--- src/rtl/wb_bypass_sender_if.sv ---
// Write-back sender bus: per-pipe result inputs, the registered write-back
// pair, bypass-buffer backpressure and occupancy status.
interface wb_bypass_sender_if #(
  parameter int NUM_PIPE    = 2,
  parameter int QUEUE_DEPTH = 4,
  parameter int INDEX_W     = 5,
  parameter int DATA_W      = 32
);
  localparam int PEND_W = $clog2(NUM_PIPE*QUEUE_DEPTH+1);

  typedef struct packed {
    logic               v;
    logic [INDEX_W-1:0] idx;
  } dst_t;

  logic [NUM_PIPE-1:0]             I_Valid;
  dst_t [NUM_PIPE-1:0]             I_Index;
  logic [NUM_PIPE-1:0][DATA_W-1:0] I_Data;
  logic [NUM_PIPE-1:0]             O_Ready;
  logic                            I_Full;
  logic                            I_Stall;
  dst_t                            O_WB_Index;
  logic [DATA_W-1:0]               O_WB_Data;
  logic [PEND_W-1:0]               O_Pending;
  logic                            O_Empty;

  modport master (
    output I_Valid, I_Index, I_Data, I_Full, I_Stall,
    input  O_Ready, O_WB_Index, O_WB_Data, O_Pending, O_Empty
  );

  modport slave (
    input  I_Valid, I_Index, I_Data, I_Full, I_Stall,
    output O_Ready, O_WB_Index, O_WB_Data, O_Pending, O_Empty
  );
endinterface

--- src/rtl/wb_bypass_sender.sv ---
// Write-back source: per-pipe result queues drained oldest-first, one
// (index, data) write-back per cycle into the register file / bypass buffer.
module wb_bypass_sender #(
  parameter int NUM_PIPE    = 2,
  parameter int QUEUE_DEPTH = 4,
  parameter int WIDTH_AGE   = $clog2(NUM_PIPE*QUEUE_DEPTH)+1,
  parameter int INDEX_W     = 5,
  parameter int DATA_W      = 32
) (
  input  logic               clock,
  input  logic               reset,
  wb_bypass_sender_if.slave  bus
);
  localparam int PW     = $clog2(QUEUE_DEPTH);
  localparam int PEND_W = $clog2(NUM_PIPE*QUEUE_DEPTH+1);
  localparam int SEL_W  = (NUM_PIPE > 1) ? $clog2(NUM_PIPE) : 1;

  logic [WIDTH_AGE-1:0] tag_mem  [NUM_PIPE][QUEUE_DEPTH];
  logic [INDEX_W-1:0]   idx_mem  [NUM_PIPE][QUEUE_DEPTH];
  logic [DATA_W-1:0]    data_mem [NUM_PIPE][QUEUE_DEPTH];
  logic [PW:0]          wr_ptr   [NUM_PIPE];
  logic [PW:0]          rd_ptr   [NUM_PIPE];

  logic [NUM_PIPE-1:0]  q_full, q_empty, push, pop;
  logic [WIDTH_AGE-1:0] age;
  logic [WIDTH_AGE-1:0] best_tag;
  logic                 found, issue;
  logic [SEL_W-1:0]     grant;
  logic [PEND_W-1:0]    n_push;

  logic                 wb_vld_p1;
  logic [INDEX_W-1:0]   wb_idx_p1;
  logic [DATA_W-1:0]    wb_data_p1;
  logic [PEND_W-1:0]    pending;

  function automatic logic [PEND_W-1:0] count_ones(input logic [NUM_PIPE-1:0] v);
    logic [PEND_W-1:0] n;
    n = '0;
    for (int i = 0; i < NUM_PIPE; i++) n = n + PEND_W'(v[i]);
    return n;
  endfunction

  // Full/empty from registered pointers only; the extra MSB tells them apart.
  always_comb begin
    for (int p = 0; p < NUM_PIPE; p++) begin
      q_empty[p] = (wr_ptr[p] == rd_ptr[p]);
      q_full[p]  = (wr_ptr[p][PW] != rd_ptr[p][PW]) &&
                   (wr_ptr[p][PW-1:0] == rd_ptr[p][PW-1:0]);
      push[p]    = bus.I_Valid[p] & ~q_full[p];
    end
    n_push = count_ones(push);
  end

  // Oldest head wins; the strict modular compare leaves ties to the lower pipe.
  always_comb begin
    logic [WIDTH_AGE-1:0] head;
    logic [WIDTH_AGE-1:0] diff;
    found    = 1'b0;
    grant    = '0;
    best_tag = '0;
    head     = '0;
    diff     = '0;
    for (int p = 0; p < NUM_PIPE; p++) begin
      if (!q_empty[p]) begin
        head = tag_mem[p][rd_ptr[p][PW-1:0]];
        diff = head - best_tag;
        if (!found || diff[WIDTH_AGE-1]) begin
          found    = 1'b1;
          grant    = SEL_W'(p);
          best_tag = head;
        end
      end
    end
    issue = found & ~bus.I_Full & ~bus.I_Stall;
    pop   = '0;
    if (issue) pop[grant] = 1'b1;
  end

  // ---- stage p0: queue storage ----
  always_ff @(posedge clock) begin
    for (int p = 0; p < NUM_PIPE; p++) begin
      if (push[p]) begin
        tag_mem[p][wr_ptr[p][PW-1:0]]  <= age;
        idx_mem[p][wr_ptr[p][PW-1:0]]  <= bus.I_Index[p].idx;
        data_mem[p][wr_ptr[p][PW-1:0]] <= bus.I_Data[p];
      end
    end
  end

  // ---- stage p1: pointers, age, occupancy and the write-back register ----
  always_ff @(posedge clock) begin
    if (reset) begin
      for (int p = 0; p < NUM_PIPE; p++) begin
        wr_ptr[p] <= '0;
        rd_ptr[p] <= '0;
      end
      age        <= '0;
      wb_vld_p1  <= 1'b0;
      wb_idx_p1  <= '0;
      wb_data_p1 <= '0;
      pending    <= '0;
    end else begin
      for (int p = 0; p < NUM_PIPE; p++) begin
        wr_ptr[p] <= wr_ptr[p] + (PW+1)'(push[p]);
        rd_ptr[p] <= rd_ptr[p] + (PW+1)'(pop[p]);
      end
      if (|push) age <= age + 1'b1;
      wb_vld_p1 <= issue;
      if (issue) begin
        wb_idx_p1  <= idx_mem[grant][rd_ptr[grant][PW-1:0]];
        wb_data_p1 <= data_mem[grant][rd_ptr[grant][PW-1:0]];
      end
      pending <= pending + n_push - PEND_W'(issue);
    end
  end

  // A pipe presenting a result into a full queue loses it.
  always_ff @(posedge clock) begin
    if (!reset) begin
      for (int p = 0; p < NUM_PIPE; p++) begin
        assert (!(bus.I_Valid[p] && q_full[p]));
        assert (!bus.I_Valid[p] || bus.I_Index[p].v);
      end
    end
  end

  assign bus.O_Ready    = ~q_full;
  assign bus.O_WB_Index = {wb_vld_p1, wb_idx_p1};
  assign bus.O_WB_Data  = wb_data_p1;
  assign bus.O_Pending  = pending;
  assign bus.O_Empty    = (pending == '0) & ~wb_vld_p1;
endmodule

--- src/flat_wrapper.sv ---
// flat-port wrapper written by rule: the top's interface ports become plain ports
module wb_bypass_sender_flat 
#(
  parameter int NUM_PIPE    = 2,
  parameter int QUEUE_DEPTH = 4,
  parameter int WIDTH_AGE   = $clog2(NUM_PIPE*QUEUE_DEPTH)+1,
  parameter int INDEX_W     = 5,
  parameter int DATA_W      = 32
)
  (clock, reset, bus_I_Valid, bus_I_Index, bus_I_Data, bus_I_Full, bus_I_Stall, bus_O_Ready, bus_O_WB_Index, bus_O_WB_Data, bus_O_Pending, bus_O_Empty);
  wb_bypass_sender_if #(.NUM_PIPE(NUM_PIPE), .QUEUE_DEPTH(QUEUE_DEPTH), .INDEX_W(INDEX_W), .DATA_W(DATA_W)) bus_i ();
  input  logic clock;
  input  logic reset;
  input wire logic [$bits(bus_i.I_Valid)-1:0] bus_I_Valid;
  input wire logic [$bits(bus_i.I_Index)-1:0] bus_I_Index;
  input wire logic [$bits(bus_i.I_Data)-1:0] bus_I_Data;
  input wire logic [$bits(bus_i.I_Full)-1:0] bus_I_Full;
  input wire logic [$bits(bus_i.I_Stall)-1:0] bus_I_Stall;
  output wire logic [$bits(bus_i.O_Ready)-1:0] bus_O_Ready;
  output wire logic [$bits(bus_i.O_WB_Index)-1:0] bus_O_WB_Index;
  output wire logic [$bits(bus_i.O_WB_Data)-1:0] bus_O_WB_Data;
  output wire logic [$bits(bus_i.O_Pending)-1:0] bus_O_Pending;
  output wire logic [$bits(bus_i.O_Empty)-1:0] bus_O_Empty;
  assign bus_i.I_Valid = bus_I_Valid;
  assign bus_i.I_Index = bus_I_Index;
  assign bus_i.I_Data = bus_I_Data;
  assign bus_i.I_Full = bus_I_Full;
  assign bus_i.I_Stall = bus_I_Stall;
  assign bus_O_Ready = bus_i.O_Ready;
  assign bus_O_WB_Index = bus_i.O_WB_Index;
  assign bus_O_WB_Data = bus_i.O_WB_Data;
  assign bus_O_Pending = bus_i.O_Pending;
  assign bus_O_Empty = bus_i.O_Empty;
  wb_bypass_sender #(.NUM_PIPE(NUM_PIPE), .QUEUE_DEPTH(QUEUE_DEPTH), .WIDTH_AGE(WIDTH_AGE), .INDEX_W(INDEX_W), .DATA_W(DATA_W)) u_core (.clock(clock), .reset(reset), .bus(bus_i));
endmodule
--- config.mk ---
export PLATFORM = sky130hd
export DESIGN_NAME = wb_bypass_sender_flat
export DESIGN_NICKNAME = d
export VERILOG_FILES = /design/src/rtl/wb_bypass_sender_if.sv /design/src/rtl/wb_bypass_sender.sv /design/src/flat_wrapper.sv
export SDC_FILE = /design/constraint.sdc
export NUM_CORES = 1
export LEC_CHECK = 0
export ABC_AREA = 1
export BUFFER_PORTS_ARGS = -buffer_cell sky130_fd_sc_hd__clkbuf_2
export CAP_MARGIN = 5
export CELL_PAD_IN_SITES_DETAIL_PLACEMENT = 0
export CELL_PAD_IN_SITES_GLOBAL_PLACEMENT = 1
export CORE_AREA = 5 5 206 208
export DETAILED_ROUTE_END_ITERATION = 10
export DIE_AREA = 0 0 211 213
export PLACE_DENSITY_LB_ADDON = 0.12
export SLEW_MARGIN = 20
export SYNTH_ARGS = -nofsm -noshare
export SYNTH_HDL_FRONTEND = slang
export SYNTH_SLANG_ARGS = --single-unit
--- constraint.sdc ---
create_clock -name clock -period 12.05 [get_ports clock]
set_input_delay 1.8075 -clock clock [delete_from_list [all_inputs] [get_ports clock]]
set_output_delay 1.8075 -clock clock [all_outputs]
set_load 0.02 [all_outputs]
# Word level (Yosys, flattened, before mapping)
# Memories as Yosys holds them, arrays and structs flattened.
# Cells that the tools add are included.
dict set report totals {
  word_cells 110
  out_inout_bits 45
  reg_bits 46
  mem_bits_rw 340
  inputBits 82
  memories 5
}
dict set report op_classes {
  reduce_logical 8
  muxes 48
  addsub 9
  bitwise 20
  n_eq_ne 6
  n_lt_le_gt_ge 9
}
# name words width read_ports rd_clocked_by_memory_dff write_ports line
set memory_table {}
lappend memory_table {u_core.data_mem 2 128 1 0 2 wb_bypass_sender.sv:20} ;# logic [DATA_W-1:0] data_mem [NUM_PIPE][QUEUE_DEPTH];
lappend memory_table {u_core.idx_mem 2 20 1 0 2 wb_bypass_sender.sv:19} ;# logic [INDEX_W-1:0] idx_mem [NUM_PIPE][QUEUE_DEPTH];
lappend memory_table {u_core.tag_mem 2 16 2 0 2 wb_bypass_sender.sv:18} ;# logic [WIDTH_AGE-1:0] tag_mem [NUM_PIPE][QUEUE_DEPTH];
lappend memory_table {u_core.rd_ptr 2 3 3 0 2 wb_bypass_sender.sv:22} ;# logic [PW:0] rd_ptr [NUM_PIPE];
lappend memory_table {u_core.wr_ptr 2 3 2 0 2 wb_bypass_sender.sv:21} ;# logic [PW:0] wr_ptr [NUM_PIPE];
# cell count
set ops {}
lappend ops {{$mux 128} 2}
lappend ops {{$demux 32 s2} 2}
lappend ops {{$mux 32} 4}
lappend ops {{$bmux 32 s2} 1}
lappend ops {{$mux 20} 2}
lappend ops {{$mux 16} 2}
lappend ops {{$mux 4} 7}
lappend ops {{$demux 5 s2} 2}
lappend ops {{$mux 5} 4}
lappend ops {{$bmux 4 s2} 2}
lappend ops {{$demux 4 s2} 2}
lappend ops {{$ge 3x3->1 const B} 5}
lappend ops {{$not 2->3} 5}
lappend ops {{$add 3x1->3} 4}
lappend ops {{$mux 3} 4}
lappend ops {{$mux 1} 11}
lappend ops {{$bmux 5 s2} 1}
lappend ops {{$eq 3x3->1} 2}
lappend ops {{$lt 3x1->1 const B} 2}
lappend ops {{$and 1x1->1} 5}
lappend ops {{$logic_and 1x1->1} 5}
lappend ops {{$not 1->1} 5}
lappend ops {{$add 4x1->4 const B} 1}
lappend ops {{$add 4x4->4} 1}
lappend ops {{14 further kinds} 19}

# Logic depth before layout (Yosys ltp)
# Gate-level depths: netlist (run 1).
# An unclocked memory read counts as a cell.
dict set report depth {
  ltp_word 17
  ltp_mapped 23
  mapped_depth_nobuf 21
}

# Worst setup path after synthesis (run 1)
# No wires, ideal clock.
dict set report synth_timing {
  kind {input to register}
  startpoint {input port bus_I_Valid[0]}
  endpoint {memory u_core.data_mem[0][0] in the netlist's numbering (enable)}
  t_required_ns 11.559
  setup_time_ns 0.491
  n_path_buf 0
  stages 2
  slack_ns 6.808
  arrival_ns 4.752
  cell_sequence {nand2_1 -> nor3_1}
}
# item line
set synth_lines {}
lappend synth_lines {{from (decl)} flat_wrapper.sv:14} ;# input wire logic [$bits(bus_i.I_Valid)-1:0] bus_I_Valid;
lappend synth_lines {{to (decl)} wb_bypass_sender.sv:20}

==> results.md, run 1 <==
* Final hold vios at 0
* CTS Root Cell: clkbuf_16
* Sw frac at 29.5%
* Peak VDD IR at 0.116 mV
* Synth top area share at 60.4%
* Post-Route Utilization at 46.4%
* Ys async rst share at 0%
* Post-DR vias/cell at 4.80
* DRT Wirelength at 41100 µm
* Vias at 10907
* Worst hold path class: register to register
* Port-buffer cells at 124
* Flop pwr share at 44.0%
* Cell Int Power at 2.50 mW
* Switch Pwr at 1.05 mW
* Largest net degree at the start of global routing at 99
* F_max at 183 MHz
* DR DRC count at 0
* Die area at 44900 µm²
* Number of global-route vias before repair at 10864
* First-pass GRT wire length at 63500 µm
* Core area at 40400 µm²
* Sequential-to-total area share from yosys stat at 67.5%
* Rel. slew slack at 26.9%
* CP Launch Type: register
* Placer Congestion at 0.739
* Status: complete, no violations
* Placed Cells at 2196
* DP HPWL at 21500 µm
* Commonest cells after routing, fill and taps aside: nand2_1 (681), edfxtp_1 (328), nand3_1 (197)
* CTS tree: built
* Setup Fix Bufs, Post-CTS at 0
* Worst hold slack at 0.539 ns
* Seq cells post-synth at 386
* Final setup fails at 0
* Unrepaired setup endpoints after global routing: false
* Max-cap check violation count at 0
* Leakage at 8.00 nW
* Iteration-0 DRC count of the detailed router at 582
* Row count at 74
* Met1 GRT Util at 24.8%
* Clock sink total at 386
* Final period util at 45.3%
* Share of layout cells above drive strength 1 at 13.4%
* Die width at 211 µm
* WP data required at 12.49 ns
* Critical setup path kind: register to register
* Cell taking the most area after synthesis: edfxtp_1
* Clk_skew at 0.0141 ns
* GRT met3 Usage at 3.47%
* Crit. End Element: register
* Max Slew Vio Count at 0
* Syn_nets at 1712
* Total CTS buffers at 42
* DR WL/cell at 18.1 µm
* CTS hold repair buffers at 0
* Setup tns final at 0 ns
* Arrival @ worst endpoint at 5.89 ns
* Post-CTS Resized at 0
* Post-synth EDFFs at 328
* Initial antenna violation count at 4
* Comb pwr share at 20.6%
* Worst Path Max Fanout at 73
* Slew @ Worst Pin at 1.10 ns
* Main synth FF type: edfxtp_1
* Met2 GRT Util at 31.4%
* Distinct cells, synth at 29
* Post-route ant nets at 0
* Clk_lat worst skew at 0.54 ns
* Ys Warns at 0
* Commonest non-fill, non-tap cell in the layout: nand2_1
* Total Routing Usage GR at 18.4%
* Nets at 1810
* Final WS setup at 6.60 ns
* Most Crowded Layer GR: met2
* Synthesized area at 16300 µm²
* Total gr overflow at 0
* DRT Pass-1 Iters at 5
* Fin cells at 2273
* Initial Util at 40.4%
* Gate Count Post-Synth at 1610
* Final Critical Period at 5.45 ns
* H-tree Lvls at 2
* Area growth from synthesis to layout at 14.9%
* Antenna cells at 0
* CTS Buffer Depth at 3
* PwrDens at 190 nW/µm²
* Die Y-Extent at 213 µm
* Area contributors post-synth: edfxtp_1 (60%), nand2_1 (16%), dfxtp_1 (7.1%)
* Syn Area/Cell at 10.1 µm²
* Clock transition at path regs at 0.06 ns
* # IOs at 127
* Dpl ws at 6.43 ns
* Clock power share at 35.4%
[per-layer routing]
| layer | up-vias | part of all wire [%] |
|---|---|---|
| li1 | 5504 | - |
| met1 | 5161 | 45 |
| met2 | 188 | 49 |
| met3 | 46 | 4.7 |
| met4 | 8 | 1.3 |
| met5 | - | 0.12 |
[critical path, stage by stage (launching register included)]
cell and delay, ns:
dfxtp_1 0.64, inv_2 0.21, nand2_1 0.12, nand2_2 0.07, nand3_4 0.10, nand2_1 0.08, ha_1 0.29, a21oi_1 0.17
nand2_1 0.09, nand2_2 0.08, nand3_4 0.53, nand2_4 0.93, nand2_1 0.20, o21ai_4 0.10, buf_4 0.58, inv_2 0.62
nand2_1 0.21, nand3_1 0.14, nand2_1 0.10, inv_1 0.04
[registers in the layout (all words and copies together), names as in the netlist]
| signal | count |
|---|---|
| u_core.bus.O_WB_Data | 32 |
| u_core.wb_vld_p1 | 1 |
| u_core.idx_mem | 40 |
| u_core.wr_ptr | 6 |
| u_core.data_mem | 256 |
| u_core.wb_idx_p1 | 5 |
| u_core.bus.O_Pending | 4 |
| u_core.rd_ptr | 6 |
| u_core.tag_mem | 32 |
| u_core.age | 4 |
[final timing paths]
kind	to	from	slack (ns)	cells past startpoint
max	u_core.bus.O_WB_Data[26]$_SDFFE_PP0N_	u_core.rd_ptr[0][0]$_SDFF_PP0_	6.60	19
min	u_core.wr_ptr[0][5]$_SDFF_PP0_	u_core.wr_ptr[0][5]$_SDFF_PP0_	0.54	2
max reg2reg	u_core.bus.O_WB_Data[26]$_SDFFE_PP0N_	u_core.rd_ptr[0][0]$_SDFF_PP0_	6.60	19
min reg2reg	u_core.wr_ptr[0][5]$_SDFF_PP0_	u_core.wr_ptr[0][5]$_SDFF_PP0_	0.54	2
[cell type report]
cell class                      count  area, µm²
Clock buffer                       58       1230
Fill cell                        3884      21600
Sequential cell                   386      11000
Clock inverter                     19        144
Inverter                           80        300
Tap cell                          532        666
Timing Repair Buffer              143        763
Multi-Input combinational cell   1055       4610
[cell families after synthesis]
family	synth area share [%]
AOI/OAI and AO/OA	0.637
xor gates and xnor gates	0.322
adders and majority gates	1.58
buffers and inverters	4.67
DFF	67.5
and+or+nand+nor	25.3
[per-stage QoR]
step / cell area, µm² / total power, mW
after floorplan: 16300 / 2.14
after global placement: 17300 / 2.33
after detailed placement: 17400 / 2.34
after CTS: 18700 / 3.61
after global routing: 18700 / 3.77
final: 18700 / 3.55
[cell usage after synthesis (2+ instances only)]
master / number
inv_2: 4
a21oi_1: 3
nand4_1: 2
o22ai_1: 4
o21ai_0: 8
inv_1: 76
buf_1: 3
nor3b_1: 3
nand3_1: 197
nand2_2: 3
clkbuf_1: 28
a211oi_1: 2
buf_2: 38
edfxtp_1: 328
nand2_1: 683
xnor2_1: 5
nor2_1: 107
buf_4: 19
dfxtp_1: 58
nor3_1: 11
nand3_4: 2
ha_1: 19
[power groups by stage]
| stage | clock network [mW] | logic (mW) | registers, mW |
|---|---|---|---|
| 6_report | 1.26 | 0.731 | 1.56 |
| 5_1_grt | 1.36 | 0.845 | 1.57 |
| 4_1_cts | 1.30 | 0.750 | 1.56 |
| 3_5_place_dp | 0 | 0.747 | 1.59 |
| 3_3_place_gp | 0 | 0.744 | 1.59 |
| 2_1_floorplan | 0 | 0.532 | 1.61 |
Power figures use the tool's default switching activity.
==> inputs of run 2 (changes only) <==
--- a/config.mk
+++ b/config.mk
@@ -5,14 +5,14 @@
 export SDC_FILE = /design/constraint.sdc
 export NUM_CORES = 1
 export LEC_CHECK = 0
-export ABC_AREA = 1
+export ABC_AREA = 0
 export BUFFER_PORTS_ARGS = -buffer_cell sky130_fd_sc_hd__clkbuf_2
 export CAP_MARGIN = 5
 export CELL_PAD_IN_SITES_DETAIL_PLACEMENT = 0
 export CELL_PAD_IN_SITES_GLOBAL_PLACEMENT = 1
-export CORE_AREA = 5 5 206 208
+export CORE_AREA = 5 5 200 202
 export DETAILED_ROUTE_END_ITERATION = 10
-export DIE_AREA = 0 0 211 213
+export DIE_AREA = 0 0 205 207
 export PLACE_DENSITY_LB_ADDON = 0.12
 export SLEW_MARGIN = 20
 export SYNTH_ARGS = -nofsm -noshare
==> constraint.sdc (replaced) <==
create_clock -name clock -period 5.7 [get_ports clock]
set_input_delay 0.855 -clock clock [delete_from_list [all_inputs] [get_ports clock]]
set_output_delay 0.855 -clock clock [all_outputs]
set_load 0.02 [all_outputs]
==> results.md, run 2 <==
* Buffers plus inverters on the worst setup path at 1 (was 4)
* Post-CTS Resized at 0 (unchanged)
* Final period util at 66.6% (was 45.3%)
* Final Critical Period at 3.80 ns (was 5.45 ns)
* Peak VDD IR at 0.237 mV (was 0.116 mV)
* Worst Path Max Fanout at 38 (was 73)
* Worst path slowest cell: dfxtp_4 (was nand2_4)
* Total Routing Usage GR at 16.7% (was 18.4%)
* CP top delay family: simple AND/OR/NAND/NOR gates (unchanged)
* Clock sink total at 386 (unchanged)
* DRT Pass-1 Iters at 4 (was 5)
* Flop pwr share at 50.3% (was 44.0%)
* Clock transition at path regs at 0.06 ns (about the same)
* Slew @ Worst Pin at 1.10 ns (about the same)
* Worst hold slack at 0.537 ns (was 0.539 ns)
* Post-route ant nets at 0 (unchanged)
* Final setup fails at 0 (unchanged)
* Iteration-0 DRC count of the detailed router at 349 (was 582)
* H-tree Lvls at 2 (unchanged)
* CTS tree: built (unchanged)
* Distinct cells, synth at 37 (was 29)
* Final hold vios at 0 (unchanged)
* First-pass GRT wire length at 53400 µm (was 63500 µm)
* Initial Util at 40.2% (was 40.4%)
* DRT Wirelength at 35400 µm (was 41100 µm)
* Design area at 17700 µm² (was 18700 µm²)
* Worst hold path class: register to register (unchanged)
* Ys Warns at 0 (unchanged)
* Total gr overflow at 0 (unchanged)
* Commonest non-fill, non-tap cell in the layout: edfxtp_1 (was nand2_1)
* Area contributors post-synth: edfxtp_1 (64%), dfxtp_1 (7.6%), mux2i_1 (7.3%) (was edfxtp_1 (60%), nand2_1 (16%), dfxtp_1 (7.1%))
* Ys async rst share at 0% (unchanged)
* Clk_skew at 0.0131 ns (was 0.0141 ns)
* Main synth FF type: edfxtp_1 (unchanged)
* F_max at 263 MHz (was 183 MHz)
* Post-DR vias/cell at 5.08 (was 4.80)
* Setup Fix Bufs, Post-CTS at 0 (unchanged)
* Number of global-route vias before repair at 8437 (was 10864)
* Nets at 1127 (was 1810)
* Max Slew Vio Count at 0 (unchanged)
* Synth top area share at 64.3% (was 60.4%)
* Total CTS buffers at 42 (unchanged)
* Placed Cells at 1499 (was 2196)
* PwrDens at 376 nW/µm² (was 190 nW/µm²)
* CP max stage delay at 0.77 ns (was 0.93 ns)
* Fin cells at 1576 (was 2273)
* Gate Count Post-Synth at 895 (was 1610)
* Commonest cells after routing, fill and taps aside: edfxtp_1 (328), clkbuf_2 (124), mux2i_1 (112) (was nand2_1 (681), edfxtp_1 (328), nand3_1 (197))
* Seq cells post-synth at 386 (unchanged)
* WP data required at 6.15 ns (was 12.49 ns)
* DR WL/cell at 22.4 µm (was 18.1 µm)
* Clk_lat worst skew at 0.53 ns (was 0.54 ns)
* Comb pwr share at 11.7% (was 20.6%)
* Sw frac at 24.3% (was 29.5%)
* Max-cap check violation count at 0 (unchanged)
* Most instantiated cells after synthesis: edfxtp_1 (328), mux2i_1 (112), nor2_1 (93), mux2_2 (74), a221oi_1 (64) (was nand2_1 (683), edfxtp_1 (328), nand3_1 (197), nor2_1 (107), inv_1 (76))
* Die area at 42400 µm² (was 44900 µm²)
* Placer Congestion at 0.702 (was 0.739)
* Syn_nets at 997 (was 1712)
* Largest net degree at the start of global routing at 48 (was 99)
* Area growth from synthesis to layout at 15.6% (was 14.9%)
* Status: complete, no violations (unchanged)
* Sequential-to-total area share from yosys stat at 71.8% (was 67.5%)
* Share of layout cells above drive strength 1 at 28.4% (was 13.4%)
* Die width at 205 µm (was 211 µm)
* # IOs at 127 (unchanged)
* Post-Route Utilization at 46.5% (was 46.4%)
* Vias at 8007 (was 10907)
* Crit. End Element: register (unchanged)
* Die Y-Extent at 207 µm (was 213 µm)
* Cell taking the most area after synthesis: edfxtp_1 (unchanged)
* Core area at 38100 µm² (was 40400 µm²)
* Synthesized area at 15300 µm² (was 16300 µm²)
* Crit-path cells: xor2_1 -> or3_1 -> nand2_1 -> ha_1 -> nor3_1 -> a32oi_2 -> xnor2_1 -> o21ai_4 -> buf_4 -> mux2i_1 (was inv_2 -> nand2_1 -> nand2_2 -> nand3_4 -> nand2_1 -> ha_1 -> a21oi_1 -> nand2_1 -> nand2_2 -> nand3_4 -> nand2_4 -> nand2_1 -> o21ai_4 -> buf_4 -> inv_2 -> nand2_1 -> nand3_1 -> nand2_1 -> inv_1)
* Setup tns final at 0 ns (unchanged)
* Critical setup path kind: register to register (unchanged)
* DR DRC count at 0 (unchanged)
* DP HPWL at 19100 µm (was 21500 µm)
* Cell Int Power at 5.05 mW (was 2.50 mW)
* CTS Buffer Depth at 3 (unchanged)
* Cell with the most instances after synthesis: edfxtp_1 (was nand2_1)
* Row count at 72 (was 74)
* Syn Area/Cell at 17.1 µm² (was 10.1 µm²)
* Unrepaired setup endpoints after global routing: false (unchanged)
* Max FFs per register at 256 (unchanged)
* CP Launch Type: register (unchanged)
* Leakage at 6.12 nW (was 8.00 nW)
* Post-synth EDFFs at 328 (unchanged)
* Rel. slew slack at 26.5% (was 26.9%)
* Switch Pwr at 1.62 mW (was 1.05 mW)
* Port-buffer cells at 124 (unchanged)
* CTS Root Cell: clkbuf_16 (unchanged)
* Placed Area at 16400 µm² (was 17400 µm²)
* Initial antenna violation count at 2 (was 4)
* Arrival @ worst endpoint at 4.24 ns (was 5.89 ns)
* Clock power share at 38.0% (was 35.4%)
* CTS hold repair buffers at 0 (unchanged)
-- run 2: cell types whose count changed in the layout (fill, tap and decap cells not counted), sizes merged, moves of 10 or more --
cell,change
a221oi,+74
inv,-65
mux2,+74
mux2i,+112
nand2,-676
nand3,-199
nor2,-14
nor2b,+10
-- run 2: final cells by class --
cell class	count	area (µm²)
Tap cell	518	648
Multi-Input combinational cell	443	3980
Inverter	15	56.3
Clock buffer	63	1200
Antenna cell	1	2.50
Sequential cell	386	11000
Fill cell	3391	20400
Timing Repair Buffer	137	718
Clock inverter	13	91.3
-- run 2: path summary, 6_finish.rpt --
kind	cells after the start	slack, ns	from	end
setup reg to reg	10	1.90	u_core.rd_ptr[0][1]$_SDFF_PP0_	u_core.bus.O_WB_Data[6]$_SDFFE_PP0N_
hold / removal	2	0.54	u_core.wr_ptr[0][5]$_SDFF_PP0_	u_core.wr_ptr[0][5]$_SDFF_PP0_
setup / recovery	10	1.90	u_core.rd_ptr[0][1]$_SDFF_PP0_	u_core.bus.O_WB_Data[6]$_SDFFE_PP0N_
hold reg to reg	2	0.54	u_core.wr_ptr[0][5]$_SDFF_PP0_	u_core.wr_ptr[0][5]$_SDFF_PP0_
-- run 2: kinds of logic (layout without fill, tap and decap cells) --
kind of cell / count (synthesis) / in the layout / share of synthesized area [%]
compound gates: 84 / 84 / 5.37
flops: 386 / 386 / 71.8
xor+xnor: 17 / 17 / 0.971
other cells: 0 / 1 / 0
fa+ha+maj: 20 / 20 / 1.68
simple gates: 128 / 128 / 3.54
mux: 194 / 194 / 14.0
buf+inv: 66 / 228 / 2.59
-- run 2: power groups by stage --
stage               Sequential, mW  Clock, mW  Combinational [mW]
finish                        3.35       2.54               0.778
global route                  3.38       2.73               0.854
CTS                           3.36       2.62               0.799
detailed placement            3.42          0               0.794
global placement              3.41          0               0.789
floorplan                     3.45          0               0.487
-- run 2: worst register-to-register path, stage by stage (launching register included) --
cell     delay, ns
dfxtp_4       0.77
xor2_1        0.27
or3_1         0.45
nand2_1       0.13
ha_1          0.22
nor3_1        0.27
a32oi_2       0.17
xnor2_1       0.25
o21ai_4       0.17
buf_4         0.72
mux2i_1       0.31
-- run 2: per-layer routing --
layer / share of wire, % / track usage (%) / routed length, µm
met1: 46 / 23.5 / 16400
met2: 48 / 27.0 / 16900
met3: 4.0 / 3.08 / 1430
met4: 1.8 / 3.74 / 620
met5: 0.020 / 0 / 7
-- run 2: through the flow --
stage | setup WS [ns] | power, mW
3_3_place_gp | 2.00 | 4.20
4_1_cts | 1.86 | 6.77
2_1_floorplan | 1.30 | 3.94
3_5_place_dp | 1.86 | 4.21
6_report | 1.90 | 6.67
5_1_grt | 1.70 | 6.96
